**config.mk**
```make
export PLATFORM = sky130hd
export DESIGN_NAME = tm1637_frame_ctrl
export DESIGN_NICKNAME = d
export VERILOG_FILES = /design/src/rtl/tm1637_frame_ctrl.sv
export SDC_FILE = /design/constraint.sdc
export NUM_CORES = 1
export LEC_CHECK = 0
export BUFFER_PORTS_ARGS = -buffer_cell sky130_fd_sc_hd__buf_2
export CORE_ASPECT_RATIO = 0.75
export CORE_UTILIZATION = 25
export CTS_CLUSTER_SIZE = 10
export DETAILED_ROUTE_END_ITERATION = 10
export GPL_TIMING_DRIVEN = 0
export PLACE_DENSITY = 0.53
export SKIP_CTS_REPAIR_TIMING = 1
export SLEW_MARGIN = 40
export SYNTH_ARGS = -nofsm -noshare
export SYNTH_HDL_FRONTEND = slang
export SYNTH_SLANG_ARGS = --single-unit
```
**constraint.sdc**
```tcl
create_clock -name clk -period 2.5 [get_ports clk]
set_clock_uncertainty 0.2 [all_clocks]
set_input_delay 0.125 -clock clk [delete_from_list [all_inputs] [get_ports clk]]
set_output_delay 0.125 -clock clk [all_outputs]
set_load 0.01 [all_outputs]
```
**src/rtl/tm1637_frame_ctrl.sv**
```systemverilog
// Purpose: whole-frame TM1637 controller (data cmd, addr+digits, display cmd) with its own two-wire bit engine; optional ACK_CHECK_EN aborts on NACK.
// Latency: busy from the cycle after an accepted update for (69+18*NUM_DIGITS)*CLK_DIV cycles; done pulses the first idle cycle.
// Backpressure: update is accepted only while idle; requests arriving while busy are dropped, never queued.
module tm1637_frame_ctrl #(
   parameter int NUM_DIGITS = 6,
   parameter int CLK_DIV    = 50
) (
   input  logic                    clk,
   input  logic                    rst,
   input  logic                    update,
   input  logic [8*NUM_DIGITS-1:0] seg_data,
   input  logic [2:0]              brightness,
   input  logic                    display_on,
   output logic                    busy,
   output logic                    done,
   output logic                    ack_err,
   output logic                    scl_en,
   output logic                    scl_out,
   output logic                    sda_en,
   output logic                    sda_out,
   input  logic                    sda_in
);

   localparam int DIV_W = $clog2(CLK_DIV);

   typedef enum logic [2:0] {
      S_IDLE, S_START, S_BIT_LO, S_BIT_HI, S_ACK_LO, S_ACK_HI, S_STOP
   } state_t;

   state_t                  state_q, state_d;
   logic [DIV_W-1:0]        div_q, div_d;
   logic [1:0]              phase_q, phase_d;   // sub-phase inside START / STOP
   logic [2:0]              bit_q, bit_d;
   logic [2:0]              byte_q, byte_d;     // byte index inside the transaction
   logic [1:0]              txn_q, txn_d;       // 0 data cmd, 1 address+digits, 2 display cmd
   logic                    abort_q, abort_d;
   logic                    done_q, done_d;
   logic                    ack_err_q, ack_err_d;
   logic [8*NUM_DIGITS-1:0] seg_q, seg_d;
   logic [2:0]              bright_q, bright_d;
   logic                    on_q, on_d;

   logic                    phase_end;
   logic                    nack;
   logic [7:0]              cur_byte;
   logic [2:0]              last_byte;

   assign phase_end = (div_q == DIV_W'(CLK_DIV - 1));
   assign last_byte = (txn_q == 2'd1) ? 3'(NUM_DIGITS) : 3'd0;

`ifdef ACK_CHECK_EN
   assign nack = sda_in;
`else
   // ACK slot is still clocked, but the slave's answer is never looked at.
   logic unused_sda_in;
   assign unused_sda_in = sda_in;
   assign nack          = 1'b0;
`endif

   // Select the byte currently being shifted out from the transaction/byte position.
   always_comb begin
      cur_byte = 8'h40;
      case (txn_q)
         2'd0: cur_byte = 8'h40;
         2'd1: begin
            cur_byte = 8'hC0;
            for (int k = 0; k < NUM_DIGITS; k++) begin
               if (byte_q == 3'(k + 1)) cur_byte = seg_q[8*k +: 8];
            end
         end
         default: cur_byte = {4'h8, on_q, bright_q};
      endcase
   end

   // Next-state, phase sequencing and line levels; levels depend only on registered state.
   always_comb begin
      state_d   = state_q;
      div_d     = (state_q == S_IDLE || phase_end) ? '0 : div_q + DIV_W'(1);
      phase_d   = phase_q;
      bit_d     = bit_q;
      byte_d    = byte_q;
      txn_d     = txn_q;
      abort_d   = abort_q;
      done_d    = 1'b0;
      ack_err_d = ack_err_q;
      seg_d     = seg_q;
      bright_d  = bright_q;
      on_d      = on_q;
      scl_out   = 1'b1;
      sda_out   = 1'b1;
      sda_en    = 1'b1;

      case (state_q)
         S_IDLE: begin
            if (update) begin
               state_d   = S_START;
               phase_d   = 2'd0;
               bit_d     = 3'd0;
               byte_d    = 3'd0;
               txn_d     = 2'd0;
               abort_d   = 1'b0;
               ack_err_d = 1'b0;
               seg_d     = seg_data;
               bright_d  = brightness;
               on_d      = display_on;
            end
         end
         S_START: begin
            scl_out = (phase_q == 2'd0);
            sda_out = 1'b0;
            if (phase_end) begin
               if (phase_q == 2'd0) begin
                  phase_d = 2'd1;
               end else begin
                  state_d = S_BIT_LO;
                  bit_d   = 3'd0;
               end
            end
         end
         S_BIT_LO: begin
            scl_out = 1'b0;
            sda_out = cur_byte[bit_q];
            if (phase_end) state_d = S_BIT_HI;
         end
         S_BIT_HI: begin
            sda_out = cur_byte[bit_q];
            if (phase_end) begin
               if (bit_q == 3'd7) begin
                  state_d = S_ACK_LO;
               end else begin
                  bit_d   = bit_q + 3'd1;
                  state_d = S_BIT_LO;
               end
            end
         end
         S_ACK_LO: begin
            scl_out = 1'b0;
            sda_en  = 1'b0;
            sda_out = 1'b0;
            if (phase_end) state_d = S_ACK_HI;
         end
         S_ACK_HI: begin
            sda_en  = 1'b0;
            sda_out = 1'b0;
            if (phase_end) begin
               if (nack) begin
                  ack_err_d = 1'b1;
                  abort_d   = 1'b1;
                  state_d   = S_STOP;
                  phase_d   = 2'd0;
               end else if (byte_q == last_byte) begin
                  state_d = S_STOP;
                  phase_d = 2'd0;
               end else begin
                  byte_d  = byte_q + 3'd1;
                  bit_d   = 3'd0;
                  state_d = S_BIT_LO;
               end
            end
         end
         S_STOP: begin
            scl_out = (phase_q != 2'd0);
            sda_out = (phase_q == 2'd2);
            if (phase_end) begin
               if (phase_q != 2'd2) begin
                  phase_d = phase_q + 2'd1;
               end else if (abort_q || txn_q == 2'd2) begin
                  state_d = S_IDLE;
                  done_d  = 1'b1;
               end else begin
                  txn_d   = txn_q + 2'd1;
                  byte_d  = 3'd0;
                  phase_d = 2'd0;
                  state_d = S_START;
               end
            end
         end
         default: state_d = S_IDLE;
      endcase
   end

   // State register; reset returns the bus to idle-high immediately without a stop.
   always_ff @(posedge clk) begin
      if (rst) begin
         state_q   <= S_IDLE;
         div_q     <= '0;
         phase_q   <= 2'd0;
         bit_q     <= 3'd0;
         byte_q    <= 3'd0;
         txn_q     <= 2'd0;
         abort_q   <= 1'b0;
         done_q    <= 1'b0;
         ack_err_q <= 1'b0;
         seg_q     <= '0;
         bright_q  <= 3'd0;
         on_q      <= 1'b0;
      end else begin
         state_q   <= state_d;
         div_q     <= div_d;
         phase_q   <= phase_d;
         bit_q     <= bit_d;
         byte_q    <= byte_d;
         txn_q     <= txn_d;
         abort_q   <= abort_d;
         done_q    <= done_d;
         ack_err_q <= ack_err_d;
         seg_q     <= seg_d;
         bright_q  <= bright_d;
         on_q      <= on_d;
      end
   end

   assign busy    = (state_q != S_IDLE);
   assign done    = done_q;
   assign ack_err = ack_err_q;
   assign scl_en  = 1'b1;

endmodule
```
==> summary.md, run 1 <==
| Metric | Value |
|---|---|
| Critical-path top delay cell | dfxtp_4 |
| Clock Power Share | approximately 43% |
| R2r worst-path depth | 8 |
| CTS clk-pin slew, worst paths | 50 ps |
| Share of layout cells above drive strength 1 | 20.1% |
| Vias per inst | 4.67 |
| Hold Violations, Final | 0 |
| CP Cell Sequence | ha_4 > ha_4 > buf_12 > nor3b_4 > buf_4 > a221oi_4 > o211ai_1 > a311oi_2 > a31oi_2 > buf_2 |
| Final net count | roughly 710 |
| Psw | about 0.85 mW |
| Largest net degree at the start of global routing | 13 |
| Post-route setup slack | -264 ps |
| FFs w/ async S/R, synth | 0% |
| Register area share after synthesis | 38.6% |
| Mapped Cells | between 500 and 600 |
| Final WL | 11,800 µm |
| Number of DRC markers in iteration 0 | 205 |
| Leak | 2.06 nW |
| Yosys cell types | 63 |
| Area Growth Syn to Fin | 44.8% |
| Detail Route Antenna Nets | 0 |
| Core Rows | 38 |
| Critical path type | flop to output pin |
| Mean post-synth cell area | 7.39 µm² |
| Initial Util | 25.7% |
| Internal | 2.32 mW |
| End of the critical path | sda_out |
| Diodes inserted | 0 |
| Synth warn | 0 |
| # Max-Cap Violations | 0 |
| IO Pins | 63 |
| Worst path depth | 10 |
| Die height | roughly 110 µm |
| Crit start category | flop |
| Final core occ | between 30% and 40% |
| Rel. slew slack | 55.6% |
| CP max FO | 6 |
| Worst Path Buf+Inv | 3 |
| Actual slew at the worst max-slew pin | 664 ps |
| PwrDens | 586 nW/µm² |
| Die ar. | 15,400 µm² |
| Crit. End Element | output pin |
| RR Endpoint | phase_q[1] |
| Hold_sp | rst |
| Wirelength per Cell | 14.1 µm |
| GPL Wtd Cong | 0.859 |
| R2r setup slk | between 150 and 200 ps |
| Sw Share | 26.9% |
| Clock Root Buffer | clkbuf_16 |
| Worst setup path start | byte_q[1] |
| Worst path arrival time | 2440 ps |
| Outcome | finished, violations left |
| Worst skew pair latency | 340 ps |
| EDFF count, synth | 0 |
| Cells after DPL | 764 |
| Highest clock rate | between 0.3 and 0.4 GHz |
| Synth Net Count | about 570 |
| Mapped Area | 3730 µm² |
| TritonCTS clock tree | built |
| Kind of cell adding the most delay to the critical path | compound AO/OA/AOI/OAI gates |
| Highest ir drop seen on vdd | approximately 0.00036 V |
| H-Tree Depth | 3 |
| Comb pwr share | 16.0% |
| Max Slew Vio Count | 0 |
| Worst hold path type | input port to flop |
| Synth area leader | dfxtp_1 |
| Worst Path Required | about 2200 ps |
| Yosys reg bits | 72 |
| Initial antenna violation count | 0 |
| Gr usage total | 15.6% |
| Finish-stage setup viols | 1 |
| Max incr delay on CP | 390 ps |
| Overflow after GRT | 0 |
| Drt drc | 0 |
| Die Width | 143 µm |
| Failing checks | negative setup slack |
| Post-DP HPWL | 8740 µm |
| Non-filler cells, final | ~840 |
| Worst-case clock buffer depth | 2 |
| Fin crit period | 2760 ps |
| Routed via count | 3,932 |
| First-pass GRT wire length | 18,200 µm |
| CTS sink count | 72 |
| Most frequent CP cell | ha_4 |
| Top post-synthesis cells by area | dfxtp_1, nand2_1, a21oi_1 |
| Unrepaired setup endpoints after global routing | yes |
| DR pass1 iterations | 6 |
| PortBufs | 59 |
| Reg2reg start | txn_q[1] |
| Top-area cell type share of the netlist area | about two fifths |
| TritonCTS Buffers | 9 |
| Sequential Power Share | 41.1% |
| Top FF cell, synth | dfxtp_1 |
| Core area | 14,500 µm² |
| Fin crit share | 111% |
| Vias in the first global route | 3,546 |
-- final cells by class --
cell class	instances	area (µm²)
flip-flops and latches	72	1450
repair buffers	123	918
clock buffers	10	229
well taps	200	250
clock inverters	6	83.8
plain buffers	37	180
multi-input cells	373	2210
inverters	21	85.1
fillers	1499	9100
-- state kept, by name (all words and copies together), names as in the netlist --
signal and flops:
div_q 6, bit_q 3, on_q 1, byte_q 3, bright_q 3, done 1, phase_q 2, seg_q 48
state_q 3, txn_q 2
-- synth_stat cells (all sizes together) (2+ instances only) --
library cell  number
nor2              22
nand3              8
or3                8
xnor2              2
a22o               3
dfxtp             72
nand3b             3
o21a               2
conb               2
o22ai              3
nor3               4
or3b               3
o2111ai            2
clkbuf            30
and3               2
a221oi             6
a21o               2
nand2            135
a32oi              3
mux2i              2
a21oi             84
ha                12
nand2b             5
xor2               2
nor3b              5
a31oi              2
buf                9
a211oi             3
o221ai             6
inv               20
o21ai             14
nor2b              5
o211ai             4
-- power by group through the flow --
stage                     clock network [mW]  registers [mW]  logic [mW]
after global placement                     0            1.32       0.429
after detailed placement                   0            1.32       0.439
after floorplan                            0            1.29       0.293
after CTS                               1.39            1.30       0.442
final                                   1.36            1.30       0.508
after global routing                    1.45            1.31       0.568
-- layer usage --
layer,GRT usage [%],wire length (µm),vias up
li1,-,-,2001
met1,22.1,6110,1803
met2,22.3,5000,116
met3,3.87,564,12
met4,6.14,172,0
met5,0,0,-
-- cells in the final DEF (no fill, tap or decap), types with 3 or more instances in the layout --
cell,count
a21oi_1,82
a221oi_2,3
a22o_1,3
a32oi_1,3
buf_2,63
buf_4,14
clkbuf_1,26
clkbuf_16,9
clkinv_2,3
dfxtp_1,69
dlygate4sd3_1,52
ha_1,7
ha_4,4
inv_1,19
nand2_1,134
nand2b_1,5
nand3_1,8
nand3b_1,3
nor2_1,22
nor2b_1,5
nor3_1,3
nor3b_1,4
o211ai_1,4
o21ai_0,11
o21ai_1,3
o221ai_1,6
or3_1,7
-- metrics by stage --
stage	power, mW	hold WS (ps)	setup slack, ps	TNS, ps	area, µm²
after floorplan	1.59	61.0	106	0	3730
after global placement	1.75	171	-550	-550	4280
final	3.17	128	-264	-264	5410
after detailed placement	1.76	175	-601	-601	4290
after global routing	3.33	156	-392	-392	5410
after CTS	3.13	-192	-978	-978	4600
-- worst min-delay path: stages --
cell and delay [ps]:
buf_2 130, clkbuf_1 240, nor2_1 140
-- worst min-delay path by stage --
stage	endpoint	cells after the start
after floorplan	seg_q[6]	2
after global placement	seg_q[19]	3
after detailed placement	seg_q[4]	3
after CTS	seg_q[4]	3
after global routing	byte_q[1]	3
final	byte_q[1]	3
-- cell families after synthesis --
| kind of cell | Yosys count | share of synthesized area [%] |
|---|---|---|
| DFF | 72 | 38.6 |
| and+or+nand+nor | 208 | 25.0 |
| adders and majority gates | 12 | 4.02 |
| muxes | 2 | 0.536 |
| other | 2 | 0.201 |
| AOI/OAI and AO/OA | 145 | 24.1 |
| xor gates and xnor gates | 4 | 0.939 |
| buffers and inverters | 60 | 6.60 |
No activity file was read; power rests on OpenSTA's default activity.
==> run 2: changes to the inputs <==
- CORE_ASPECT_RATIO: 0.75 -> not set
- TNS_END_PERCENT: not set -> 1
==> run 2 against run 1 <==
Net effect: the run still ends with negative setup slack left; sequential cell count unchanged; register-to-register slack gained 40 ps; count of clock-buffer cells in the layout did not move; wire length is 1.8% higher; sequential share of layout area shrank 0.085 points; via count decreased by 0.33%; total power is 4.8% higher; final area is 0.23% higher; critical path depth shrank 1; worst hold slack better by 20 ps; maximum frequency grew 2.6%; first-iteration DRC count fell by 17%.
==> summary.md, run 2 (synthesis results as in run 1) <==
| Metric | Value |
|---|---|
| Outcome | finished, violations left |
| Failing checks | negative setup slack |
| Worst path arrival time | 2370 ps |
| Hold_sp | rst |
| RR Endpoint | txn_q[1] |
| Max Slew Vio Count | 0 |
| CP Cell Sequence | inv_4 > ha_4 > buf_8 > or3b_2 > a222oi_1 > o21ai_1 > o2111ai_2 > a31oi_2 > buf_2 |
| Detail Route Antenna Nets | 0 |
| Rel. slew slack | 58.6% |
| Worst-case clock buffer depth | 2 |
| Core Rows | 44 |
| Most flops, register | seg_q |
| Hold path depth | 4 |
| Fin crit period | 2690 ps |
| Core area | about 15,000 µm² |
| Initial antenna violation count | 0 |
| Psw | between 0.8 and 0.9 mW |
| Final WL | 12,100 µm |
| Comb pwr share | 15.2% |
| Largest net degree at the start of global routing | 14 |
| Internal | 2.46 mW |
| Die Width | 124 µm |
| Multi-input gate area in the final layout | about 2200 µm² |
| Die ar. | approximately 15,000 µm² |
| Sw Share | 26.1% |
| CP max FO | 9 |
| Vias in the first global route | 3,584 |
| R2r setup slk | 230 ps |
| TritonCTS Buffers | 9 |
| Sequential Power Share | 38.9% |
| Register area | between 1000 and 1500 µm² |
| Max FFs per register | 48 |
| Drt drc | 0 |
| CTS clk-pin slew, worst paths | 60 ps |
| Vias per inst | 4.75 |
| Crit. End Element | output pin |
| Worst Path Required | about 2200 ps |
| Overflow after GRT | 0 |
| Share of layout cells above drive strength 1 | 21.5% |
| # Max-Cap Violations | 0 |
| IO Pins | 63 |
| Number of DRC markers in iteration 0 | 171 |
| Hold Violations, Final | 0 |
| R2r worst-path depth | 6 |
| Post-DP HPWL | about 8800 µm |
| Highest clock rate | about 0.37 GHz |
| Worst skew pair latency | between 300 and 400 ps |
| Highest ir drop seen on vdd | 0.000335 V |
| Overall Power | 3.32 mW |
| TritonCTS clock tree | built |
| PortBufs | just under 60 |
| Routed via count | roughly 3,900 |
| Fin crit share | 108% |
| Area Growth Syn to Fin | 45.1% |
| Finish-stage setup viols | 1 |
| Unrepaired setup endpoints after global routing | yes |
| Critical path type | flop to output pin |
| Max incr delay on CP | 460 ps |
| First-pass GRT wire length | 18,000 µm |
| Wirelength per Cell | 14.6 µm |
| Worst Hold End | div_q[1] |
| Clock Power Share | 45.8% |
| H-Tree Depth | 3 |
| Actual slew at the worst max-slew pin | 621 ps |
| Gr usage total | 15.0% |
| Critical-path top delay cell | or3b_2 |
| Commonest non-fill, non-tap cell in the layout | nand2_1 |
| CTS sink count | 72 |
| Worst hold path type | input port to flop |
| GPL Wtd Cong | 0.882 |
| Final net count | ~700 |
| Clock Root Buffer | clkbuf_16 |
| Reg2reg start | state_q[0] |
| Diodes inserted | 0 |
| DR pass1 iterations | 4 |
| Leak | ~2.1 nW |
| Crit start category | flop |
| Regs by FF count | seg_q x48, div_q x6 |
| Hold WS | 148 ps |
| Most frequent cells in the layout | nand2_1, a21oi_1, dfxtp_1, buf_2, dlygate4sd3_1 |
| Initial Util | 25.7% |
| Fillers | 1,554 |
| Die height | roughly 120 µm |
| PwrDens | 613 nW/µm² |
| Post-route setup slack | -194 ps |
## run 2: worst max path at each step
stage          startpoint       to  slack, ps  cells past startpoint
2_1_floorplan   byte_q[2]  sda_out        110                      8
3_3_place_gp    byte_q[2]  sda_out       -530                      9
3_5_place_dp    byte_q[2]  sda_out       -550                      9
4_1_cts         byte_q[2]  sda_out       -930                      9
5_1_grt         byte_q[0]  sda_out       -280                     10
6_report        byte_q[1]  sda_out       -190                      9
## run 2: cell type report
class / instances / area share (%)
multi-input cells: 373 / 40.7
clock inverters: 6 / 2.12
inverters: 21 / 1.62
repair buffers: 122 / 16.7
well taps: 184 / 4.25
plain buffers: 37 / 3.46
clock buffers: 10 / 4.41
flip-flops and latches: 72 / 26.7
## run 2: layer usage
metal	global-route usage, %	up-vias	wire length (µm)
met1	18.4	1800	5400
met5	0	-	0
met2	24.9	91	5850
met3	3.41	27	446
li1	-	2001	-
met4	6.45	0	370
## run 2: critical path: cells and delay by family, from the launching register on
kind	cells	cell delay (ps)
compound gates	4	710
simple gates	1	460
flops	1	370
buf+inv	3	350
fa+ha+maj	1	140
## run 2: through the flow
step | cell area (µm²) | setup slack (ps) | util (%) | setup TNS (ps) | instances
final | 5420 | -194 | 37.3 | -194 | 825
after global routing | 5420 | -276 | 37.3 | -276 | 825
after CTS | 4620 | -929 | 31.8 | -929 | 764
after detailed placement | 4270 | -551 | 29.3 | -551 | 748
after global placement | 4260 | -526 | 29.3 | -526 | 748
after floorplan | 3730 | 106 | - | 0 | 505
## run 2: power by group through the flow
stage	Clock, mW	Combinational [mW]	Sequential (mW)
4_1_cts	1.55	0.443	1.29
5_1_grt	1.60	0.565	1.30
6_report	1.52	0.506	1.29
3_3_place_gp	0	0.434	1.32
2_1_floorplan	0	0.293	1.29
3_5_place_dp	0	0.440	1.32
==> run 3: changes to the inputs <==
- PLACE_DENSITY: 0.53 -> 0.39
==> run 3 against run 2 <==
Net effect: the run still ends with negative setup slack left; sequential share of layout area increased by 0.51 points; sequential power about the same; total power decreased by 7.3%; critical endpoint unchanged.
==> summary.md, run 3 (synthesis results as in run 1) <==
| Metric | Value |
|---|---|
| Hold path depth | 3 |
| Rel. slew slack | 55.4% |
| Die height | 124 µm |
| CTS sink count | 72 |
| Post-route setup slack | -285 ps |
| TritonCTS Buffers | 9 |
| Setup_tns | -285 ps |
| Non-filler cells, final | between 800 and 900 |
| Gr usage total | 15.5% |
| Regs by FF count | seg_q x48, div_q x6 |
| Clock Root Buffer | clkbuf_16 |
| Hold Violations, Final | 0 |
| Max incr delay on CP | 440 ps |
| Hold_sp | rst |
| Core area | 14,500 µm² |
| Initial Util | between 20 and 30% |
| Leak | 2.03 nW |
| Reg2reg start | div_q[1] |
| Die Width | 124 µm |
| Diodes inserted | 0 |
| Unrepaired setup endpoints after global routing | yes |
| Highest ir drop seen on vdd | 0.000284 V |
| Hold WS | 136 ps |
| H-Tree Depth | 3 |
| Critical path type | flop to output pin |
| GPL Wtd Cong | about 0.8 |
| Highest clock rate | about 0.36 GHz |
| Setup WS pre-CTS | -599 ps |
| Final net count | 704 |
| # Max-Cap Violations | 0 |
| Worst hold path type | input port to flop |
| Post-DP HPWL | approximately 9000 µm |
| Drt drc | 0 |
| Most frequent cells in the layout | nand2_1, a21oi_1, dfxtp_1, buf_2, dlygate4sd3_1 |
| Finish-stage setup viols | 1 |
| Worst Path Required | 2170 ps |
| Critical-path top delay cell | or3b_2 |
| IO Pins | 63 |
| Fin crit period | 2790 ps |
| First-pass GRT wire length | 18,800 µm |
| Share of layout cells above drive strength 1 | 20.2% |
| Crit. End Element | output pin |
| Number of DRC markers in iteration 0 | 156 |
| DR pass1 iterations | 5 |
| Final WL | approximately 12,000 µm |
| Actual slew at the worst max-slew pin | 669 ps |
| Max Slew Vio Count | 0 |
| Crit start category | flop |
| PortBufs | between 50 and 60 |
| Die ar. | about 15,000 µm² |
| Core Rows | 44 |
| CP max FO | 10 |
| Worst skew pair latency | ~340 ps |
| TritonCTS clock tree | built |
| Largest net degree at the start of global routing | 12 |
| R2r setup slk | roughly 180 ps |
| Wirelength per Cell | between 10 and 15 µm |
| R2r worst-path depth | 8 |
| Vias in the first global route | 3,553 |
| Detail Route Antenna Nets | 0 |
| Max FFs per register | 48 |
| Routed via count | about 3,900 |
| CP Cell Sequence | inv_2 > ha_4 > buf_6 > or3b_2 > a222oi_1 > o21ai_1 > o2111ai_1 > a31oi_2 > buf_2 |
| Overflow after GRT | 0 |
| Most flops, register | seg_q |
| Area Growth Syn to Fin | 42.5% |
| Outcome | finished, violations left |
| Commonest non-fill, non-tap cell in the layout | nand2_1 |
| Cells after DPL | 748 |
| Failing checks | negative setup slack |
| Overall Power | 3.08 mW |
| CTS clk-pin slew, worst paths | 60 ps |
| Worst-case clock buffer depth | 2 |
| Fin crit share | 111% |
| Worst path arrival time | 2460 ps |
| Vias per inst | around 4.7 |
| Worst setup path start | byte_q[1] |
| Initial antenna violation count | 0 |
| PwrDens | 579 nW/µm² |
[run 3: worst paths after layout]
check,end
worst max-delay path,sda_out
worst min-delay path,byte_q[0]
worst max register to register,state_q[2]
worst min register to register,seg_q[2]
[run 3: where the power goes]
| part | switching (mW) | internal [mW] |
|---|---|---|
| clock network | 0.482 | 0.793 |
| registers | 0.0662 | 1.23 |
| logic | 0.288 | 0.217 |
[run 3: critical path: cells and delay by family, from the launching register on]
family	cells	cell delay [ps]
AO/OA/AOI/OAI	4	790
flip-flops	1	370
adder cells (fa/ha/maj)	1	150
buffers and inverters	3	380
AND/OR/NAND/NOR	1	440
[run 3: routing by layer]
metal | share of wire [%] | track usage (%)
met5 | 0 | 0
met4 | 1.5 | 5.24
met3 | 3.2 | 3.71
met2 | 47 | 24.4
met1 | 48 | 20.5
[run 3: stage by stage]
stage | utilization [%] | area (µm²)
floorplan | - | 3730
global placement | 29.3 | 4260
detailed placement | 29.3 | 4270
CTS | 31.3 | 4550
global route | 36.6 | 5320
finish | 36.6 | 5320
[run 3: area by class of cell]
cell class	count	area [µm²]
fill	1552	9210
multi-input combinational	373	2190
sequential	72	1450
timing repair buffer	122	898
clock buffer	12	246
tap	184	230
buffer	37	178
inverter	21	82.6
clock inverter	3	42.5
